### src/rtl/serial_feeder_pkg.sv
// Shared definitions for the serial bit feeder and the detector benches that
// consume its output.
//   - feeder_state_e : one-bit FSM encoding (ST_IDLE / ST_SHIFT)
//   - DEF_*          : default parameter values for feeder instances
package serial_feeder_pkg;

    typedef enum logic {
        ST_IDLE  = 1'b0,
        ST_SHIFT = 1'b1
    } feeder_state_e;

    localparam int DEF_WIDTH      = 8;
    localparam int DEF_DIV        = 1;
    localparam bit DEF_MSB_FIRST  = 1'b1;
    localparam bit DEF_IDLE_LEVEL = 1'b0;

endpackage

### src/rtl/serial_bit_feeder_bit_tick_gen.sv
// Bit-period divider for the serial feeder.
// Counts 0..DIV-1 while enabled and qualifies the first and last cycle of each
// serial bit period.
//   clk, reset  : clock and synchronous active-low reset
//   enable      : count while high (feeder is shifting); held at 0 otherwise
//   clear       : restart the bit period (a word is being loaded this edge)
//   tick_first  : current cycle is the first of a bit period
//   tick_last   : current cycle is the last of a bit period
module bit_tick_gen #(
    parameter int DIV = 1
) (
    input  logic clk,
    input  logic reset,
    input  logic enable,
    input  logic clear,
    output logic tick_first,
    output logic tick_last
);

    localparam int               DIV_W    = (DIV > 1) ? $clog2(DIV) : 1;
    localparam logic [DIV_W-1:0] DIV_LAST = DIV_W'(DIV - 1);

    logic [DIV_W-1:0] div_q;
    logic [DIV_W-1:0] div_d;

    assign tick_first = (div_q == '0);
    assign tick_last  = (div_q == DIV_LAST);

    always_comb begin
        div_d = div_q;
        if (clear || !enable) begin
            div_d = '0;
        end else if (tick_last) begin
            div_d = '0;
        end else begin
            div_d = div_q + DIV_W'(1);
        end
    end

    always_ff @(posedge clk) begin
        if (!reset) begin
            div_q <= '0;
        end else begin
            div_q <= div_d;
        end
    end

endmodule

### src/rtl/serial_bit_feeder.sv
// Parallel-to-serial feeder for the sequence-detector FSMs.
// Accepts WIDTH-bit words over valid/ready, keeps one word of buffering so
// consecutive words stream without a gap, and shifts each word out on dout,
// one bit every DIV clock cycles.
//   clk, reset  : clock and synchronous active-low reset
//   data_in     : word to serialize, captured on accept
//   data_valid  : upstream word valid
//   data_ready  : a word can be taken (hold register empty, not in reset)
//   dout        : registered serial stream, IDLE_LEVEL when not shifting
//   bit_strobe  : first cycle of each new bit on dout
//   word_done   : final cycle of a word's last bit
//   busy        : shifter holds a word
module serial_bit_feeder
    import serial_feeder_pkg::*;
#(
    parameter int WIDTH      = DEF_WIDTH,
    parameter int DIV        = DEF_DIV,
    parameter bit MSB_FIRST  = DEF_MSB_FIRST,
    parameter bit IDLE_LEVEL = DEF_IDLE_LEVEL
) (
    input  logic             clk,
    input  logic             reset,
    input  logic [WIDTH-1:0] data_in,
    input  logic             data_valid,
    output logic             data_ready,
    output logic             dout,
    output logic             bit_strobe,
    output logic             word_done,
    output logic             busy
);

    generate
        if (WIDTH < 2 || WIDTH > 32) begin : g_bad_width
            $error("serial_bit_feeder: WIDTH must be within 2..32");
        end
        if (DIV < 1 || DIV > 256) begin : g_bad_div
            $error("serial_bit_feeder: DIV must be within 1..256");
        end
    endgenerate

    localparam int               CNT_W    = $clog2(WIDTH);
    localparam logic [CNT_W-1:0] LAST_BIT = CNT_W'(WIDTH - 1);

    feeder_state_e    state_q, state_d;
    logic [WIDTH-1:0] shift_q, shift_d;
    logic [WIDTH-1:0] hold_q, hold_d;
    logic             hold_full_q, hold_full_d;
    logic [CNT_W-1:0] bit_cnt_q, bit_cnt_d;
    logic             dout_q, dout_d;

    logic             tick_first;
    logic             tick_last;
    logic             shifting;
    logic             last_tick;
    logic             accept;
    logic             load_direct;
    logic             load_hold;
    logic             load;
    logic             hold_write;
    logic [WIDTH-1:0] load_word;
    logic [WIDTH-1:0] shifted_word;

    // Ready is gated by reset directly so nothing can be accepted in the
    // same edge that clears the block.
    assign data_ready = reset && !hold_full_q;
    assign accept     = data_valid && data_ready;

    assign shifting  = (state_q == ST_SHIFT);
    assign last_tick = shifting && tick_last && (bit_cnt_q == LAST_BIT);

    // A new word goes straight into the shifter when it is free now or frees
    // up this very edge; otherwise it waits in the hold register. While the
    // hold is full data_ready is low, so a hold drain never meets an accept.
    assign load_direct = accept && (!shifting || last_tick);
    assign hold_write  = accept && shifting && !last_tick;
    assign load_hold   = last_tick && hold_full_q;
    assign load        = load_direct || load_hold;
    assign load_word   = load_hold ? hold_q : data_in;

    assign shifted_word = MSB_FIRST ? {shift_q[WIDTH-2:0], 1'b0}
                                    : {1'b0, shift_q[WIDTH-1:1]};

    bit_tick_gen #(
        .DIV(DIV)
    ) u_tick (
        .clk       (clk),
        .reset     (reset),
        .enable    (shifting),
        .clear     (load),
        .tick_first(tick_first),
        .tick_last (tick_last)
    );

    // ---------------- FSM: state register ----------------
    always_ff @(posedge clk) begin
        if (!reset) begin
            state_q <= ST_IDLE;
        end else begin
            state_q <= state_d;
        end
    end

    // ---------------- FSM: next state ----------------
    always_comb begin
        state_d = state_q;
        case (state_q)
            ST_IDLE: begin
                if (load) state_d = ST_SHIFT;
            end
            ST_SHIFT: begin
                if (last_tick && !load) state_d = ST_IDLE;
            end
            default: state_d = ST_IDLE;
        endcase
    end

    // ---------------- FSM: outputs ----------------
    always_comb begin
        busy       = shifting;
        bit_strobe = shifting && tick_first;
        word_done  = last_tick;
    end

    // ---------------- datapath next values ----------------
    always_comb begin
        shift_d     = shift_q;
        bit_cnt_d   = bit_cnt_q;
        hold_d      = hold_q;
        hold_full_d = hold_full_q;

        if (load) begin
            shift_d   = load_word;
            bit_cnt_d = '0;
        end else if (shifting && tick_last) begin
            shift_d   = shifted_word;
            bit_cnt_d = last_tick ? '0 : bit_cnt_q + CNT_W'(1);
        end

        if (hold_write) begin
            hold_d      = data_in;
            hold_full_d = 1'b1;
        end else if (load_hold) begin
            hold_full_d = 1'b0;
        end

        // dout is registered: it shows the bit that the shifter will hold
        // after this edge, so the first bit appears the cycle after load.
        if (state_d == ST_SHIFT) begin
            dout_d = MSB_FIRST ? shift_d[WIDTH-1] : shift_d[0];
        end else begin
            dout_d = IDLE_LEVEL;
        end
    end

    always_ff @(posedge clk) begin
        if (!reset) begin
            shift_q     <= '0;
            bit_cnt_q   <= '0;
            hold_q      <= '0;
            hold_full_q <= 1'b0;
            dout_q      <= IDLE_LEVEL;
        end else begin
            shift_q     <= shift_d;
            bit_cnt_q   <= bit_cnt_d;
            hold_q      <= hold_d;
            hold_full_q <= hold_full_d;
            dout_q      <= dout_d;
        end
    end

    assign dout = dout_q;

endmodule

### config.mk
export PLATFORM = sky130hd
export DESIGN_NAME = serial_bit_feeder
export DESIGN_NICKNAME = d
export VERILOG_FILES = /design/src/rtl/serial_feeder_pkg.sv /design/src/rtl/serial_bit_feeder_bit_tick_gen.sv /design/src/rtl/serial_bit_feeder.sv
export SDC_FILE = /design/constraint.sdc
export NUM_CORES = 1
export LEC_CHECK = 0
export BUFFER_PORTS_ARGS = -buffer_cell sky130_fd_sc_hd__buf_2
export CAP_MARGIN = 20
export CORE_MARGIN = 1.5
export CORE_UTILIZATION = 40
export CTS_CLUSTER_SIZE = 30
export DETAILED_ROUTE_END_ITERATION = 10
export MAX_ROUTING_LAYER = met4
export SYNTH_ARGS = -nofsm -noshare
export SYNTH_HDL_FRONTEND = slang
export SYNTH_SLANG_ARGS = --single-unit
export TNS_END_PERCENT = 1
### constraint.sdc
create_clock -name clk -period 4.8 [get_ports clk]
set_clock_uncertainty 0.05 [all_clocks]
set_input_delay 1.44 -clock clk [delete_from_list [all_inputs] [get_ports clk]]
set_output_delay 1.44 -clock clk [all_outputs]
set_load 0.01 [all_outputs]
After elaboration in Yosys (flattened, before gate mapping)
Cells that the tools add are included.
Widths: inputs -> output; s select.
{"block": "word_totals", "reg_bits": 23, "latch_bits": 0, "ramBits": 0, "rom_bits": 0, "input_bits": 11, "out_inout_bits": 5, "word_cells": 44, "n_memories": 0}
{"block": "classes", "addsub": 2, "multipliers": 0, "n_div": 0, "n_lt_le_gt_ge": 0, "n_eq_ne": 1, "shifts": 0, "n_mux": 9, "bitwise": 3, "reduce_logical": 21}
{"op": "$mux 8", "n": 3}
{"op": "$logic_and 1x1->1", "n": 9}
{"op": "$logic_not 1->1", "n": 4}
{"op": "$mux 1", "n": 4}
{"op": "$reduce_bool 2->1", "n": 2}
{"op": "$add 3x1->3 const B", "n": 1}
{"op": "$eq 3x3->1 const B", "n": 1}
{"op": "$logic_or 1x1->1", "n": 3}
{"op": "$mux 3", "n": 1}
{"op": "$not 1->1", "n": 3}
{"op": "$reduce_or 3->1", "n": 1}
{"op": "$pmux 1 s2", "n": 1}
{"op": "$reduce_and 2->1", "n": 1}
{"op": "$reduce_or 2->1", "n": 1}
{"op": "$add 1x1->1 const B", "n": 1}

Longest topological paths before layout
{"block": "logic_depth", "word_depth": 11, "ltp_mapped": 8, "mapped_depth_nobuf": 7}

By module
Synthesis repeated with hierarchy kept, for this count alone.
{"block": "hier_totals", "hier_cells": 134, "area_unflattened_um2": 1267.5}
{"mod": "serial_bit_feeder", "instances": 1, "cells_each": 130, "area_per_inst_um2": 1232.4, "seq_area_each_um2": 440.4}
{"mod": "bit_tick_gen", "instances": 1, "cells_each": 4, "area_per_inst_um2": 35.0, "seq_area_each_um2": 20.0}

Worst setup path after synthesis
OpenSTA, ideal clock, no wires.
{"block": "synth_timing", "path_kind": "input to output", "from": "input reset", "to": "output data_ready", "arrival_ns": 1.991, "t_required_ns": 3.310, "path_slack_ns": 1.319, "stages": 3, "path_buffers": 1, "cell_sequence": "clkinv_1 > clkbuf_1 > nor2_1"}
{"block": "synth_between", "elab_chain_len": 1}
{"item": "start, declared", "line": "serial_bit_feeder.sv:22", "text": "input logic reset,"}
{"item": "$logic_and 1x1->1", "line": "serial_bit_feeder.sv:65", "text": "assign data_ready = reset && !hold_full_q;"}
{"item": "end, declared", "line": "serial_bit_feeder.sv:25", "text": "output logic data_ready,"}
Every way passes these cells.

Worst setup path after layout
Same ends and word-level chain as after synthesis.

==> results.toml <==
[global_routing]
grtUsageTotal = 0.175
grt_pass1_wl_mm = 3.63
grt_max_degree = 19
met2_usage = 0.248
grt_pass1_vias = 821
antenna_found_initial = 0
busiest_layer = "met2"
grt_overflow_total = 0
use_met3 = 0.0250
gr-usage-met1 = 0.245

[clocking]
cts_hold_buf = 0
cts_tree = "yes"
clkTransAtPathRegs_ns = 0.13
ctsHtreeMaxLevel = 1
clock-sinks = 23
cts_buffer_depth = 2
cts_resized = 0
root_buffer = "clkbuf_4"
clk_latency_ns = 0.31
cts_buffers = 3
cts_setup_buffers = 0

[layout]
diodes = 0
drive_above_1_share = 0.192
final_cell_area_sq_um = 1170
area_growth_pct = 12.1
nets = 144
fin_util = 0.473

[routing]
drtIter0Drc = 21
first_pass_iters = 4
drc = 0
num_vias = 853
wire_per_inst_um = 12.5
ant_nets = 0
via_per_inst = 5.33
wirelength_mm = 2.00

[status]
status = "complete, no violations"

[setup_path]
cp-start-kind = "input port"
critical_path_required_ns = 3.31
critical_path_class = "input port to primary output"
cp.arrival_ns = 2.04
critPathMaxFanout = 18
startpoint = "reset"
worstSetupEndpointType = "primary output"
r2r-start = "bit_cnt_q[0]"

[synthesis]
synth_edf_count = 0
synth-async-reset-ratio = 0
syn_area_per_cell_sq_um = 9.16
netlist_instances = 114
syn_area_sq_um = 1040
ys_ff_latch = 23
yosysWarningCount = 0
seq_area_frac_synth = 0.441
synth_common_cells = "dfxtp_1, nor2_1, mux2i_1"
synth_top_flop_cell = "dfxtp_1"
synth_nets = 127
ys_types = 26
synth_area_leaders = "dfxtp_1, mux2i_1, a311oi_1"
synth_largest_area_cell = "dfxtp_1"
synth.most_common_cell = "dfxtp_1"
synth_top_area_frac = 0.441

[place]
gp_congestion = 0.760
postPlaceCellArea_sq_um = 1140
dp.final_hpwl_mm = 1.40
port_buffers = 15

[floorplanning]
rows = 18
initial_core_util = 0.422
design.die.area_sq_um = 2930
core-area_sq_um = 2480
die_h_um = 54.1
io_pins = 16
die_width_um = 54.1

[timing]
hold_slack_ns = 0.454
drv_slew = 0
setup_tns_ns = 0
worst-slew-pin-transition_ns = 0.519
slew_headroom = 0.654
rsz0062_at_grt = "no"
fmax_mhz = 283
setup_violations = 0
hold_violations = 0
min_period_over_period = 0.736
layout_min_cycle_time_ns = 3.53

[worst_hold_path]
hp-class = "register to register"
min-delay-start = "hold_q[5]"

[power_and_ir_drop]
ir_worst_vdd_mv = 0.144
leakagePower_uw = 0.000504
power_per_cell_area_nw_per_um2 = 295

[run]
maxCapViolations = 0
## worst max-delay path, cell delays in order
cell	delay (ns)
buf_2	0.13
clkinv_1	0.06
buf_4	0.19
nor2_1	0.09
buf_2	0.13
## cells in the final DEF, fill, tap and decap left out, drive strengths merged
cell type	count
a211oi	6
a21o	1
a21oi	5
a311oi	7
and2	8
buf	17
clkbuf	3
clkinv	3
conb	1
dfxtp	23
ha	2
inv	1
mux2i	12
nand2	9
nand2b	3
nand3	7
nand3b	1
nand4b	1
nor2	14
nor3	1
nor3b	2
o21a	1
o21ai	2
## layout make-up
cell class | instances | area [sq um]
fillers | 262 | 1310
flip-flops and latches | 23 | 460
inverters | 3 | 12.5
clock buffers | 3 | 22.5
clock inverters | 1 | 5.00
repair buffers | 17 | 90.1
multi-input cells | 83 | 543
well taps | 30 | 37.5
## registers in the layout (all words and copies together), names as in the netlist
| signal | flops |
|---|---|
| shift_q | 8 |
| busy | 1 |
| dout | 1 |
| hold_full_q | 1 |
| bit_cnt_q | 3 |
| hold_q | 8 |
| u_tick.div_q | 1 |
## metal layers
metal	routed length [um]	share of wire	vias up
li1	-	-	434
met1	1050	0.52	405
met2	880	0.44	12
met3	62	0.031	2
met4	10	0.0050	0
met5	0	0	-
## through the flow
stage,setup slack (ns),cells,power (uW)
2_1_floorplan,1.32,114,245
3_3_place_gp,1.28,156,259
4_1_cts,1.26,160,350
6_report,1.27,160,346
3_5_place_dp,1.26,156,259
5_1_grt,1.19,160,365
## report_power, final
part           leakage [uW]  switching (uW)  internal [uW]  total (uW)
sequential         0.000188            7.10            201         208
clock             0.0000177            59.4           31.2        90.5
combinational      0.000298            24.9           21.9        46.9
total              0.000504            91.4            254         346
## logic make-up (layout without fill, tap and decap cells)
family,count (synthesis),after routing,share of synthesized area
AND/OR/NAND/NOR,46,46,0.220
multiplexers,12,12,0.115
buffers and inverters,8,24,0.0395
AO/OA/AOI/OAI,22,22,0.157
adder cells (fa/ha/maj),2,2,0.0239
flip-flops,23,23,0.441
other,1,1,0.00359
## path summary, 6_finish.rpt
path	end	slack, ns	cells after the start
worst max register to register	shift_q[3]	2.88	7
worst max-delay path	data_ready	1.27	5
worst min register to register	shift_q[5]	0.45	2
worst min-delay path	shift_q[5]	0.45	2
Note: power is estimated with default switching activity, not from simulation.
